### src/rtl/decode_stage.sv
// MIPS ID stage: decode, 32x32 register file, operand forwarding, load-use detection, ID/EX register.
// Latency 1 cycle to ID/EX; stalls upstream (o_stall) for one cycle per load-use pair, no downstream backpressure.
module decode_stage #(
  parameter int NB_REG_ADDR = 5,
  parameter int NB_REG      = 32,
  parameter int NB_INSTR    = 32,
  parameter int NB_OPCODE   = 6,
  parameter int NB_PC       = 32
) (
  input  logic                   i_clock,
  input  logic                   i_reset,
  input  logic                   i_valid,
  input  logic [NB_INSTR-1:0]    i_instr,
  input  logic [NB_PC-1:0]       i_pc,
  input  logic                   i_flush,
  input  logic                   i_wb_we,
  input  logic [NB_REG_ADDR-1:0] i_wb_addr,
  input  logic [NB_REG-1:0]      i_wb_data,
  input  logic                   i_fwd_mux_a,
  input  logic                   i_fwd_mux_b,
  input  logic [NB_REG-1:0]      i_fwd_data_a,
  input  logic [NB_REG-1:0]      i_fwd_data_b,
  input  logic                   i_ex_mem_read,
  input  logic [NB_REG_ADDR-1:0] i_rd_ex,
  output logic [NB_REG_ADDR-1:0] o_rs,
  output logic [NB_REG_ADDR-1:0] o_rt,
  output logic                   o_stall,
  output logic                   o_valid,
  output logic [NB_REG-1:0]      o_data_a,
  output logic [NB_REG-1:0]      o_data_b,
  output logic [NB_REG-1:0]      o_imm,
  output logic [NB_REG_ADDR-1:0] o_rd,
  output logic [NB_OPCODE-1:0]   o_opcode,
  output logic [5:0]             o_funct,
  output logic                   o_we,
  output logic                   o_mem_read,
  output logic                   o_mem_write,
  output logic                   o_alu_src_imm,
  output logic [NB_PC-1:0]       o_pc
);

  localparam logic [5:0] OP_RTYPE = 6'b000000;
  localparam logic [5:0] OP_LW    = 6'b100011;
  localparam logic [5:0] OP_SW    = 6'b101011;
  localparam logic [5:0] OP_ADDI  = 6'b001000;
  localparam logic [5:0] OP_ADDIU = 6'b001001;
  localparam logic [5:0] OP_SLTI  = 6'b001010;
  localparam logic [5:0] OP_ANDI  = 6'b001100;
  localparam logic [5:0] OP_ORI   = 6'b001101;
  localparam logic [5:0] OP_XORI  = 6'b001110;
  localparam logic [5:0] OP_LUI   = 6'b001111;
  localparam logic [5:0] OP_BEQ   = 6'b000100;
  localparam logic [5:0] OP_BNE   = 6'b000101;

  typedef struct packed {
    logic we;
    logic mem_read;
    logic mem_write;
    logic alu_src_imm;
  } ctrl_t;

  logic [NB_OPCODE-1:0]   opcode;
  logic [NB_REG_ADDR-1:0] rs, rt, rd_field, dest;
  logic [15:0]            imm16;
  logic [NB_REG-1:0]      regs [32];
  logic [NB_REG-1:0]      rf_a, rf_b, data_a, data_b, imm;
  ctrl_t                  ctrl;

  assign opcode   = i_instr[NB_INSTR-1 -: NB_OPCODE];
  assign rs       = i_instr[25:21];
  assign rt       = i_instr[20:16];
  assign rd_field = i_instr[15:11];
  assign imm16    = i_instr[15:0];
  assign o_rs     = rs;
  assign o_rt     = rt;

  always_ff @(posedge i_clock or posedge i_reset) begin
    if (i_reset) begin
      for (int i = 0; i < 32; i++) regs[i] <= '0;
    end else if (i_wb_we && i_wb_addr != '0) begin
      regs[i_wb_addr] <= i_wb_data;
    end
  end

  // Write-through read; forwarding overrides both, and r0 overrides everything.
  always_comb begin
    rf_a = regs[rs];
    rf_b = regs[rt];
    if (i_wb_we && i_wb_addr == rs) rf_a = i_wb_data;
    if (i_wb_we && i_wb_addr == rt) rf_b = i_wb_data;
    data_a = '0;
    data_b = '0;
    if (rs != '0) data_a = i_fwd_mux_a ? i_fwd_data_a : rf_a;
    if (rt != '0) data_b = i_fwd_mux_b ? i_fwd_data_b : rf_b;
  end

  always_comb begin
    ctrl = '0;
    dest = '0;
    imm  = {{(NB_REG-16){imm16[15]}}, imm16};
    case (opcode)
      OP_RTYPE: begin
        dest    = rd_field;
        ctrl.we = 1'b1;
      end
      OP_LW: begin
        dest = rt;
        ctrl = '{we: 1'b1, mem_read: 1'b1, mem_write: 1'b0, alu_src_imm: 1'b1};
      end
      OP_SW: begin
        ctrl = '{we: 1'b0, mem_read: 1'b0, mem_write: 1'b1, alu_src_imm: 1'b1};
      end
      OP_ADDI, OP_ADDIU, OP_SLTI: begin
        dest = rt;
        ctrl = '{we: 1'b1, mem_read: 1'b0, mem_write: 1'b0, alu_src_imm: 1'b1};
      end
      OP_ANDI, OP_ORI, OP_XORI: begin
        dest = rt;
        ctrl = '{we: 1'b1, mem_read: 1'b0, mem_write: 1'b0, alu_src_imm: 1'b1};
        imm  = {{(NB_REG-16){1'b0}}, imm16};
      end
      OP_LUI: begin
        dest = rt;
        ctrl = '{we: 1'b1, mem_read: 1'b0, mem_write: 1'b0, alu_src_imm: 1'b1};
        imm  = {imm16, {(NB_REG-16){1'b0}}};
      end
      OP_BEQ, OP_BNE: begin
        ctrl = '0;
      end
      default: begin
        ctrl = '0;
      end
    endcase
    if (dest == '0) ctrl.we = 1'b0;
    if (!i_valid) ctrl = '0;
  end

  assign o_stall = i_valid & ~i_flush & i_ex_mem_read & (i_rd_ex != '0) &
                   ((rs == i_rd_ex) | (rt == i_rd_ex));

  // Flush and stall both insert a fully zeroed bubble.
  always_ff @(posedge i_clock or posedge i_reset) begin
    if (i_reset) begin
      o_valid       <= 1'b0;
      o_data_a      <= '0;
      o_data_b      <= '0;
      o_imm         <= '0;
      o_rd          <= '0;
      o_opcode      <= '0;
      o_funct       <= '0;
      o_we          <= 1'b0;
      o_mem_read    <= 1'b0;
      o_mem_write   <= 1'b0;
      o_alu_src_imm <= 1'b0;
      o_pc          <= '0;
    end else if (i_flush || o_stall) begin
      o_valid       <= 1'b0;
      o_data_a      <= '0;
      o_data_b      <= '0;
      o_imm         <= '0;
      o_rd          <= '0;
      o_opcode      <= '0;
      o_funct       <= '0;
      o_we          <= 1'b0;
      o_mem_read    <= 1'b0;
      o_mem_write   <= 1'b0;
      o_alu_src_imm <= 1'b0;
      o_pc          <= '0;
    end else begin
      o_valid       <= i_valid;
      o_data_a      <= data_a;
      o_data_b      <= data_b;
      o_imm         <= imm;
      o_rd          <= dest;
      o_opcode      <= opcode;
      o_funct       <= i_instr[5:0];
      o_we          <= ctrl.we;
      o_mem_read    <= ctrl.mem_read;
      o_mem_write   <= ctrl.mem_write;
      o_alu_src_imm <= ctrl.alu_src_imm;
      o_pc          <= i_pc;
    end
  end

endmodule

### config.mk
export PLATFORM = sky130hd
export DESIGN_NAME = decode_stage
export DESIGN_NICKNAME = d
export VERILOG_FILES = /design/src/rtl/decode_stage.sv
export SDC_FILE = /design/constraint.sdc
export NUM_CORES = 2
export LEC_CHECK = 0
export BUFFER_PORTS_ARGS = -buffer_cell sky130_fd_sc_hd__buf_2
export CORE_MARGIN = 10
export CORE_UTILIZATION = 56
export CTS_CLUSTER_DIAMETER = 80
export DETAILED_ROUTE_END_ITERATION = 16
export GPL_ROUTABILITY_DRIVEN = 0
export PLACE_DENSITY = 0.77
export SKIP_CTS_REPAIR_TIMING = 1
export SYNTH_ARGS = -nofsm -noshare
export SYNTH_HDL_FRONTEND = slang
export SYNTH_SLANG_ARGS = --single-unit
export TNS_END_PERCENT = 30
### constraint.sdc
create_clock -name i_clock -period 37.6 [get_ports i_clock]
set_input_delay 1.88 -clock i_clock [delete_from_list [all_inputs] [get_ports i_clock]]
set_output_delay 1.88 -clock i_clock [all_outputs]
set_load 0.03 [all_outputs]
==> flow_metrics.py <==
metrics = {
    "status": {
        "status": "completed",
    },
    "floorplan": {
        "die_y_um": 343,
        "die_area_mm2": 0.118,
        "row_count": 118,
        "io_pins": 339,
        "die_w_um": 343,
        "start_util": 0.564,
        "core_area_mm2": 0.104,
    },
    "sta": {
        "fmax_mhz": 172,
        "setup_slack_ps": 31790,
        "slew_violations": 0,
        "period_needed_ps": 5810,
        "fin_crit_sh": 0.154,
        "tns_ps": 0,
        "tightest_slew_ps": 1060,
        "finalHoldViolations": 0,
        "fin_skew_ps": 27.9,
        "slew_headroom": 0.296,
        "rsz0062_at_grt": "false",
        "setup_viol": 0,
    },
    "cts": {
        "cts_buffer_depth": 3,
        "clk_pin_slew_ps": 60,
        "root_buffer": "clkbuf_16",
        "clk_latency_ps": 730,
        "cts_tree": "built",
        "cts_buffers": 119,
        "htree_levels": 3,
        "clock-sinks": 1174,
    },
    "worst_setup_path": {
        "cp_num_cells": 7,
        "r2r_slack_ps": 35580,
        "reg2reg_to": "o_data_b[4]$_DFF_PP0_",
        "start_kind": "input pin",
        "crit_buf_inv": 3,
        "crit_slowest_cell": "o22ai_1",
        "worstPathArrival_ps": 3930,
        "required_ps": 35720,
        "worstPathCellList": "buf_8 -> xnor2_1 -> nand2_1 -> o22ai_1 -> nand2_1 -> inv_1 -> buf_2",
        "cp-endpoint": "o_stall",
        "crit_family": "buffers and inverters",
        "worstSetupStartpoint": "i_instr[18]",
        "cp_common_cell": "nand2_1",
        "slowest_delay_ps": 640,
        "cp_max_fo": 52,
        "r2r_cells": 5,
        "cp-end-kind": "output port",
        "path_class": "input pin to output port",
        "r2r_start": "regs[644]$_DFFE_PP0P_",
    },
    "logic_synthesis": {
        "synthArstFlopShare": 1.00,
        "synthDistinctLibCells": 44,
        "synth_seq_area_share": 0.502,
        "synth_edf_count": 0,
        "syn-instance-count": 3817,
        "ys_warn_count": 0,
        "syn-num-nets": 3995,
        "ys.flop_type": "dfrtp_1",
        "synth_area_per_cell_um2": 15.3,
        "ys_ff_latch": 1174,
        "syn_area_mm2": 0.0585,
    },
    "routing": {
        "routed-via-count": 39200,
        "postRouteAntennaNets": 0,
        "drcViolationCount": 0,
        "drt_iter0_markers": 4852,
        "detail_route.wl_per_cell_um": 35.1,
        "avgViaCountPerCell": 7.24,
        "wirelength_um": 190000,
        "first_pass_iters": 5,
    },
    "power_and_ir_drop": {
        "power_density_mw_per_mm2": 53.9,
        "ir_drop_uv": 39.3,
        "cellLeakagePower_nw": 28.7,
    },
    "global_route": {
        "grt_max_degree": 180,
        "first_global_vias": 40100,
        "globalRouteTotalUtil": 0.319,
        "grt_pass1_wl_um": 276000,
        "grt_overflow": 0,
        "antenna_found_initial": 12,
    },
    "final_layout": {
        "area_growth_pct": 11.1,
        "fin_nets": 4099,
        "drive_above_1_share": 0.498,
    },
    "placed_design": {
        "hpwlAfterDp_um": 102000,
        "place_ws_ps": 31160,
        "io_buffers": 338,
    },
    "min_path": {
        "hold_path.class": "register to register",
    },
    "flow_run": {
        "maxCapViolations": 0,
    },
}
sequential cells by signal (all words and copies together) (netlist names):
| name | flops |
|---|---|
| o_opcode | 6 |
| o_data_a | 32 |
| o_rd | 5 |
| o_mem_write | 1 |
| o_mem_read | 1 |
| o_alu_src_imm | 1 |
| o_funct | 6 |
| o_pc | 32 |
| o_imm | 32 |
| o_valid | 1 |
| o_data_b | 32 |
| regs | 1024 |
| o_we | 1 |
synthesized netlist by cell type, types with 3 or more instances:
cell type | n | area share
mux4_2 | 512 | 0.20
and3_1 | 21 | 0.0022
xor2_1 | 8 | 0.0012
nor4_1 | 30 | 0.0032
a221o_1 | 64 | 0.011
xnor2_1 | 12 | 0.0018
and2_1 | 69 | 0.0074
nor2_1 | 30 | 0.0019
nand3_1 | 7 | 0.00060
o22ai_1 | 257 | 0.027
or4_1 | 39 | 0.0050
mux2_2 | 808 | 0.16
buf_4 | 31 | 0.0040
buf_8 | 3 | 0.00077
a21oi_1 | 18 | 0.0015
mux2_1 | 184 | 0.035
nand3b_1 | 11 | 0.0014
clkbuf_1 | 293 | 0.019
inv_1 | 4 | 0.00026
a22oi_1 | 5 | 0.00064
buf_2 | 59 | 0.0050
buf_6 | 5 | 0.00096
dfrtp_1 | 1174 | 0.50
nand2_1 | 46 | 0.0030
nor3_1 | 40 | 0.0034
a211oi_1 | 4 | 0.00051
buf_1 | 54 | 0.0035
nor3b_1 | 6 | 0.00077
where the power goes:
part,total (mW),internal (mW),switching [mW],leakage [nW]
Sequential,1.64,1.48,0.160,15.1
Clock,1.22,0.700,0.516,1.97
Combinational,0.643,0.378,0.266,11.7
per-stage QoR:
step	instance area, um^2	cells	utilization	hold slack (ps)	power, mW
6_report	65000	5404	0.627	399	3.50
2_1_floorplan	58500	3817	-	441	2.12
4_1_cts	65000	5401	0.627	397	3.50
5_1_grt	65000	5402	0.627	409	3.63
3_3_place_gp	61000	5180	0.588	377	2.25
3_5_place_dp	61000	5180	0.588	384	2.29
final cells by class:
cell class | instances | area, um^2
tap | 1380 | 1730
clock buffer | 175 | 3550
clock inverter | 46 | 452
multi-input combinational | 2194 | 27400
antenna | 3 | 7.51
timing repair buffer | 428 | 2460
fill | 7506 | 38700
inverter | 4 | 22.5
sequential | 1174 | 29400
worst register-to-register path, delay by kind of cell (launching register included):
kind | cells | cell delay [ps]
multiplexers | 1 | 250
AO/OA/AOI/OAI | 2 | 310
AND/OR/NAND/NOR | 2 | 1030
flip-flops | 1 | 370
cell families (layout without fill, tap and decap cells):
logic type	count (synthesis)	count (layout)	synth area share
and+or+nand+nor	317	317	0.0315
buffers and inverters	449	653	0.0333
other	0	3	0
xor gates and xnor gates	20	20	0.00300
DFF	1174	1174	0.502
AOI/OAI and AO/OA	353	353	0.0418
muxes	1504	1504	0.388
how the worst min path moves through the flow:
stage / cells past startpoint / slack [ps] / end / startpoint
after floorplan: 1 / 440 / regs[1000]$_DFFE_PP0P_ / regs[1000]$_DFFE_PP0P_
after global placement: 0 / 380 / regs[1016]$_DFFE_PP0P_ / regs[1016]$_DFFE_PP0P_
after detailed placement: 0 / 380 / regs[1001]$_DFFE_PP0P_ / regs[1001]$_DFFE_PP0P_
after CTS: 0 / 400 / regs[1002]$_DFFE_PP0P_ / regs[1002]$_DFFE_PP0P_
after global routing: 0 / 410 / regs[1008]$_DFFE_PP0P_ / regs[1008]$_DFFE_PP0P_
final: 0 / 400 / regs[996]$_DFFE_PP0P_ / regs[996]$_DFFE_PP0P_
routing by layer:
metal | global-route usage | wire (um)
met5 | 0 | 34
met4 | 0.137 | 8940
met3 | 0.0988 | 23500
met2 | 0.487 | 86400
met1 | 0.424 | 71100
cells in the final DEF (no fill, tap or decap), drive strengths merged, types with 4 or more instances in the layout:
cell type and instances:
xnor2 12, and2 69, nor3 40, buf 428, nor3b 6, or4 39
clkinvlp 8, mux2 992, a221o 64, a21oi 18, nand3 7, nand2 46
xor2 8, nor2 30, dfrtp 1174, inv 6, or3 4, o21ai 4
clkbuf 175, o22ai 257, and3 22, a22oi 5, a211oi 4, clkinv 29
bufinv 7, mux4 512, nor4 30, nand3b 11
(Power assumes the default switching activity.)
